## src/rtl/bidir_link_pkg.sv

```systemverilog
// Shared types and default constants for the bidirectional single-wire link controller.
package bidir_link_pkg;

  typedef enum logic [1:0] {
    IDLE = 2'd0,
    TX   = 2'd1,
    TURN = 2'd2,
    RX   = 2'd3
  } link_state_t;

  localparam int DATA_W_DEF = 8;
  localparam int TURN_DEF   = 2;

  function automatic int max_int(input int a, input int b);
    return (a > b) ? a : b;
  endfunction

endpackage

```

## src/rtl/bidir_link_ctrl_if.sv

```systemverilog
// Host handshake plus IO_BUF pad signals of the link controller, bundled as one port.
import bidir_link_pkg::*;

interface bidir_link_ctrl_if #(
  parameter int DATA_W = DATA_W_DEF
);
  logic              tx_valid;
  logic [DATA_W-1:0] tx_data;
  logic              tx_ready;
  logic              rx_valid;
  logic [DATA_W-1:0] rx_data;
  logic              busy;
  logic              pad_i;
  logic              pad_o;
  logic              pad_t;

  modport slave (
    input  tx_valid, tx_data, pad_i,
    output tx_ready, rx_valid, rx_data, busy, pad_o, pad_t
  );

  modport master (
    output tx_valid, tx_data, pad_i,
    input  tx_ready, rx_valid, rx_data, busy, pad_o, pad_t
  );
endinterface

```

## src/rtl/link_shift_reg.sv

```systemverilog
// Shift register shared by transmit and receive: parallel load, shifts toward the MSB
// with the new bit entering at the LSB.
module link_shift_reg #(
  parameter int DATA_W = 8
) (
  input  logic              clk,
  input  logic              reset,
  input  logic              load,
  input  logic [DATA_W-1:0] load_data,
  input  logic              shift,
  input  logic              shift_in,
  output logic [DATA_W-1:0] q
);

  always_ff @(posedge clk or posedge reset) begin
    if (reset)
      q <= '0;
    else if (load)
      q <= load_data;
    else if (shift)
      q <= {q[DATA_W-2:0], shift_in};
  end

endmodule

```

## src/rtl/bidir_link_ctrl.sv

```systemverilog
// Half-duplex link controller: sends a word MSB-first, turns the bus around,
// then receives a response word MSB-first. Pad buffers live in the parent.
import bidir_link_pkg::*;

module bidir_link_ctrl #(
  parameter int DATA_W      = DATA_W_DEF,
  parameter int TURN_CYCLES = TURN_DEF
) (
  input logic             clk,
  input logic             reset,
  bidir_link_ctrl_if.slave link
);

  localparam int CNT_W = $clog2(max_int(DATA_W, TURN_CYCLES)) + 1;
  localparam logic [CNT_W-1:0] LAST_BIT  = CNT_W'(DATA_W - 1);
  localparam logic [CNT_W-1:0] LAST_TURN = CNT_W'(TURN_CYCLES - 1);

  link_state_t       state, state_nxt;
  logic [CNT_W-1:0]  cnt, cnt_nxt;
  logic [DATA_W-1:0] sr_q;
  logic [DATA_W-1:0] rx_data_q, rx_data_nxt;
  logic              sr_load, sr_shift, sr_in;
  logic              pad_o_q, pad_o_nxt;
  logic              pad_t_q, pad_t_nxt;
  logic              rx_valid_q, rx_valid_nxt;
  logic              tx_ready_q, tx_ready_nxt;

  link_shift_reg #(.DATA_W(DATA_W)) u_shift (
    .clk       (clk),
    .reset     (reset),
    .load      (sr_load),
    .load_data (link.tx_data),
    .shift     (sr_shift),
    .shift_in  (sr_in),
    .q         (sr_q)
  );

  always_ff @(posedge clk or posedge reset) begin
    if (reset) begin
      state      <= IDLE;
      cnt        <= '0;
      rx_data_q  <= '0;
      pad_o_q    <= 1'b0;
      pad_t_q    <= 1'b1;
      rx_valid_q <= 1'b0;
      tx_ready_q <= 1'b0;
    end else begin
      state      <= state_nxt;
      cnt        <= cnt_nxt;
      rx_data_q  <= rx_data_nxt;
      pad_o_q    <= pad_o_nxt;
      pad_t_q    <= pad_t_nxt;
      rx_valid_q <= rx_valid_nxt;
      tx_ready_q <= tx_ready_nxt;
    end
  end

  // Pad and handshake outputs are precomputed for the next state so they leave flops.
  always_comb begin
    state_nxt    = state;
    rx_data_nxt  = rx_data_q;
    pad_o_nxt    = 1'b0;
    rx_valid_nxt = 1'b0;
    sr_load      = 1'b0;
    sr_shift     = 1'b0;
    sr_in        = 1'b0;
    case (state)
      IDLE: begin
        if (link.tx_valid && tx_ready_q) begin
          state_nxt = TX;
          sr_load   = 1'b1;
          pad_o_nxt = link.tx_data[DATA_W-1];
        end
      end
      TX: begin
        sr_shift = 1'b1;
        if (cnt == LAST_BIT)
          state_nxt = TURN;
        else
          pad_o_nxt = sr_q[DATA_W-2];
      end
      TURN: begin
        if (cnt == LAST_TURN)
          state_nxt = RX;
      end
      RX: begin
        sr_shift = 1'b1;
        sr_in    = link.pad_i;
        if (cnt == LAST_BIT) begin
          state_nxt    = IDLE;
          rx_valid_nxt = 1'b1;
          rx_data_nxt  = {sr_q[DATA_W-2:0], link.pad_i};
        end
      end
      default: state_nxt = IDLE;
    endcase
    cnt_nxt      = (state_nxt != state || state == IDLE) ? '0 : cnt + CNT_W'(1);
    pad_t_nxt    = (state_nxt != TX);
    tx_ready_nxt = (state_nxt == IDLE);
  end

  assign link.pad_o    = pad_o_q;
  assign link.pad_t    = pad_t_q;
  assign link.rx_valid = rx_valid_q;
  assign link.rx_data  = rx_data_q;
  assign link.tx_ready = tx_ready_q;
  assign link.busy     = (state != IDLE);

endmodule

```

## src/flat_wrapper.sv

```systemverilog
// flat-port wrapper written by rule: the top's interface ports become plain ports
module bidir_link_ctrl_flat 
#(
  parameter int DATA_W      = DATA_W_DEF,
  parameter int TURN_CYCLES = TURN_DEF
)
  (clk, reset, link_tx_valid, link_tx_data, link_pad_i, link_tx_ready, link_rx_valid, link_rx_data, link_busy, link_pad_o, link_pad_t);
  bidir_link_ctrl_if #(.DATA_W(DATA_W)) link_i ();
  input logic clk;
  input logic reset;
  input wire logic [$bits(link_i.tx_valid)-1:0] link_tx_valid;
  input wire logic [$bits(link_i.tx_data)-1:0] link_tx_data;
  input wire logic [$bits(link_i.pad_i)-1:0] link_pad_i;
  output wire logic [$bits(link_i.tx_ready)-1:0] link_tx_ready;
  output wire logic [$bits(link_i.rx_valid)-1:0] link_rx_valid;
  output wire logic [$bits(link_i.rx_data)-1:0] link_rx_data;
  output wire logic [$bits(link_i.busy)-1:0] link_busy;
  output wire logic [$bits(link_i.pad_o)-1:0] link_pad_o;
  output wire logic [$bits(link_i.pad_t)-1:0] link_pad_t;
  assign link_i.tx_valid = link_tx_valid;
  assign link_i.tx_data = link_tx_data;
  assign link_i.pad_i = link_pad_i;
  assign link_tx_ready = link_i.tx_ready;
  assign link_rx_valid = link_i.rx_valid;
  assign link_rx_data = link_i.rx_data;
  assign link_busy = link_i.busy;
  assign link_pad_o = link_i.pad_o;
  assign link_pad_t = link_i.pad_t;
  bidir_link_ctrl #(.DATA_W(DATA_W), .TURN_CYCLES(TURN_CYCLES)) u_core (.clk(clk), .reset(reset), .link(link_i));
endmodule
```

## config.mk

```make
export PLATFORM = sky130hd
export DESIGN_NAME = bidir_link_ctrl_flat
export DESIGN_NICKNAME = d
export VERILOG_FILES = /design/src/rtl/bidir_link_pkg.sv /design/src/rtl/bidir_link_ctrl_if.sv /design/src/rtl/link_shift_reg.sv /design/src/rtl/bidir_link_ctrl.sv /design/src/flat_wrapper.sv
export SDC_FILE = /design/constraint.sdc
export NUM_CORES = 1
export LEC_CHECK = 0
export ABC_CLOCK_PERIOD_IN_PS = 3900
export BUFFER_PORTS_ARGS = -buffer_cell sky130_fd_sc_hd__buf_2
export CAP_MARGIN = 20
export CORE_MARGIN = 1.5
export CORE_UTILIZATION = 55
export DETAILED_ROUTE_END_ITERATION = 10
export PLACE_DENSITY = 0.92
export SLEW_MARGIN = 25
export SYNTH_ARGS = -nofsm -noshare
export SYNTH_HDL_FRONTEND = slang
export SYNTH_SLANG_ARGS = --single-unit
```

## constraint.sdc

```tcl
create_clock -name clk -period 3.9 [get_ports clk]
set_clock_uncertainty 0.2 [all_clocks]
set_input_delay 0.195 -clock clk [delete_from_list [all_inputs] [get_ports clk]]
set_output_delay 0.195 -clock clk [all_outputs]
set_load 0.05 [all_outputs]
```

==> impl_metrics.json <==
{
  "nFillCells": 124,
  "async_flop_share": 1.00,
  "fmax_ghz": 0.529,
  "wl_um": 2040,
  "insertion_delay_ps": 320,
  "status": "finished, final reports clean",
  "synth_cells": 81,
  "gp_congestion": 0.753,
  "cp_max_fo": 16,
  "whs_endpoint": "u_core.link.tx_ready",
  "cts_hold_buf": 10,
  "viasPerCell": 5.54,
  "critPathRequiredTime_ps": 3500,
  "core_mm2": 0.00180,
  "grt_start_max_net_pins": 26,
  "fin_area_mm2": 0.00135,
  "ir_drop_mv": 0.410,
  "ys_ff_latch": 25,
  "slew_viol_final": 0,
  "grt_pass1_wl_um": 3170,
  "cts_root_buf": "clkbuf_4",
  "clk_path_buf_depth": 2,
  "port_buffers": 24,
  "grt_overflow": 0,
  "drtPass1Iterations": 4,
  "post_cts_resized": 0,
  "regToRegSetupSlack_ps": 2040,
  "ys_seq_area_frac": 0.573,
  "clkSinkCount": 25,
  "crit_type": "flop to primary output",
  "drt_iter0_drc": 10,
  "hold_violations": 0,
  "power_uw": 946,
  "synth_edf_count": 0,
  "grt_pass1_vias": 711,
  "ys_top_cells_by_count": "dfrtp_1, mux2_4, a21o_1, a22o_1, nor2_1",
  "vias": 781,
  "hp-start": "link_tx_valid",
  "setup_viol": 0,
  "layout-drive-gt1-share": 0.345,
  "start_kind": "flop",
  "synth_top_area_share": 0.549,
  "yosysMostFrequentCell": "dfrtp_1",
  "rsz0062_at_grt": "no",
  "fin_crit_sh": 0.485,
  "fin_crit_ps": 1890,
  "worstPathArrival_ps": 1500,
  "start_util": 0.608,
  "relSlewSlack": 0.429,
  "n_antenna_cell": 0,
  "register_area_um2": 627,
  "dpl_cell_area_mm2": 0.00122,
  "finalCoreUtilization": 0.749,
  "wl_per_cell_um": 14.5,
  "hold_depth": 3,
  "syn_area_mm2": 0.00109,
  "syn_area_per_cell_um2": 13.5,
  "grt_use_total": 0.208,
  "dieHeight_um": 47.6,
  "setup_tns_ps": 0,
  "synthFlopType": "dfrtp_1",
  "hold_class": "input pin to flop",
  "rows": 15,
  "ioPinCount": 25,
  "multi_input_area_um2": 437,
  "die_x_um": 47.6,
  "rr_endpoint": "u_core.u_shift.q[0]",
  "worst_r2r_path_depth": 3,
  "synthTopCellsByArea": "dfrtp_1, mux2_4, a22o_1",
  "cts_setup_buffers": 0,
  "syn_nets": 95,
  "post-route-drc-count": 0,
  "nets": 131,
  "die_area_mm2": 0.00227,
  "ant_nets": 0,
  "yosysTopAreaCell": "dfrtp_1",
  "synth_warnings": 0,
  "reg2reg_from": "u_core.state[0]",
  "max-cap-violations": 0,
  "cts_max_level": 1,
  "p_leak_uw": 0.000707,
  "antenna_found_initial": 0,
  "worst_setup_path_end_kind": "primary output",
  "power.density_mw_per_mm2": 700,
  "synthToLayoutAreaGrowth_pct": 23.3,
  "cts_buffers": 3,
  "yosysUniqueCellTypes": 29,
  "clk_transition_reported_paths_ps": 130,
  "cts_tree": "yes",
  "worstMarginPinSlew_ps": 851
}
## critical path, cell delays in order (launching register included)
cell     delay (ps)
dfrtp_1         570
or2_2           390
buf_2           220
## power by group
part	switching, uW	internal, uW
combinational	246	155
clock	75.1	38.4
sequential	84.4	347
## worst max path at each step
stage / startpoint / endpoint / cells past startpoint
after detailed placement: u_core.state[0] / u_core.u_shift.q[0] / 3
final: u_core.state[0] / link_busy / 2
after global placement: u_core.state[0] / u_core.u_shift.q[0] / 3
after floorplan: u_core.cnt[0] / u_core.link.rx_data[0] / 5
after global routing: u_core.state[0] / link_busy / 2
after CTS: u_core.state[0] / link_busy / 2
## per-stage QoR
stage	cells	hold slack (ps)	worst slack, ps
floorplan	81	21.6	2160
global placement	127	216	2140
detailed placement	127	230	2070
CTS	141	34.9	1990
global route	141	42.6	1930
finish	141	36.3	2010
## kinds of logic (layout without fill, tap and decap cells)
kind of cell / after synthesis / after routing / share of synthesized area
adders and majority gates: 2 / 2 / 0.0229
DFF: 25 / 25 / 0.573
AOI/OAI and AO/OA: 17 / 17 / 0.119
muxes: 8 / 8 / 0.110
xor gates and xnor gates: 3 / 3 / 0.0240
buffers and inverters: 5 / 40 / 0.0286
and+or+nand+nor: 21 / 21 / 0.123
## per-layer routing
metal  global-route usage  share of wire
met2                0.335           0.47
met5                    0              0
met1                0.255           0.45
met3               0.0377          0.045
met4                0.141          0.031
## layout by cell type, fill, tap and decap left out, types with 2 or more instances in the layout
master         count
a21oi_1            3
dlygate4sd3_1     10
xnor2_1            2
dfrtp_1           24
a22o_1             6
nor2_1             5
clkbuf_4           3
ha_1               2
buf_2             24
a21o_1             6
mux2_4             8
nand2_1            2
nand3_1            3
## flip-flops by register name (all words and copies together) (netlist names)
signal and count:
u_core.link.rx_data 8, u_core.state 2, u_core.link.pad_o 1, u_core.link.tx_ready 1
u_core.link.pad_t 1, u_core.u_shift.q 7, u_core.link.rx_valid 1, u_core.cnt 4
## cell type report
| type | instances | area share |
|---|---|---|
| multi-input cells | 51 | 0.323 |
| well taps | 25 | 0.0232 |
| repair buffers | 34 | 0.163 |
| clock buffers | 3 | 0.0167 |
| clock inverters | 1 | 0.00371 |
| inverters | 2 | 0.00556 |
| flip-flops and latches | 25 | 0.464 |
No activity file was read; power rests on OpenSTA's default activity.
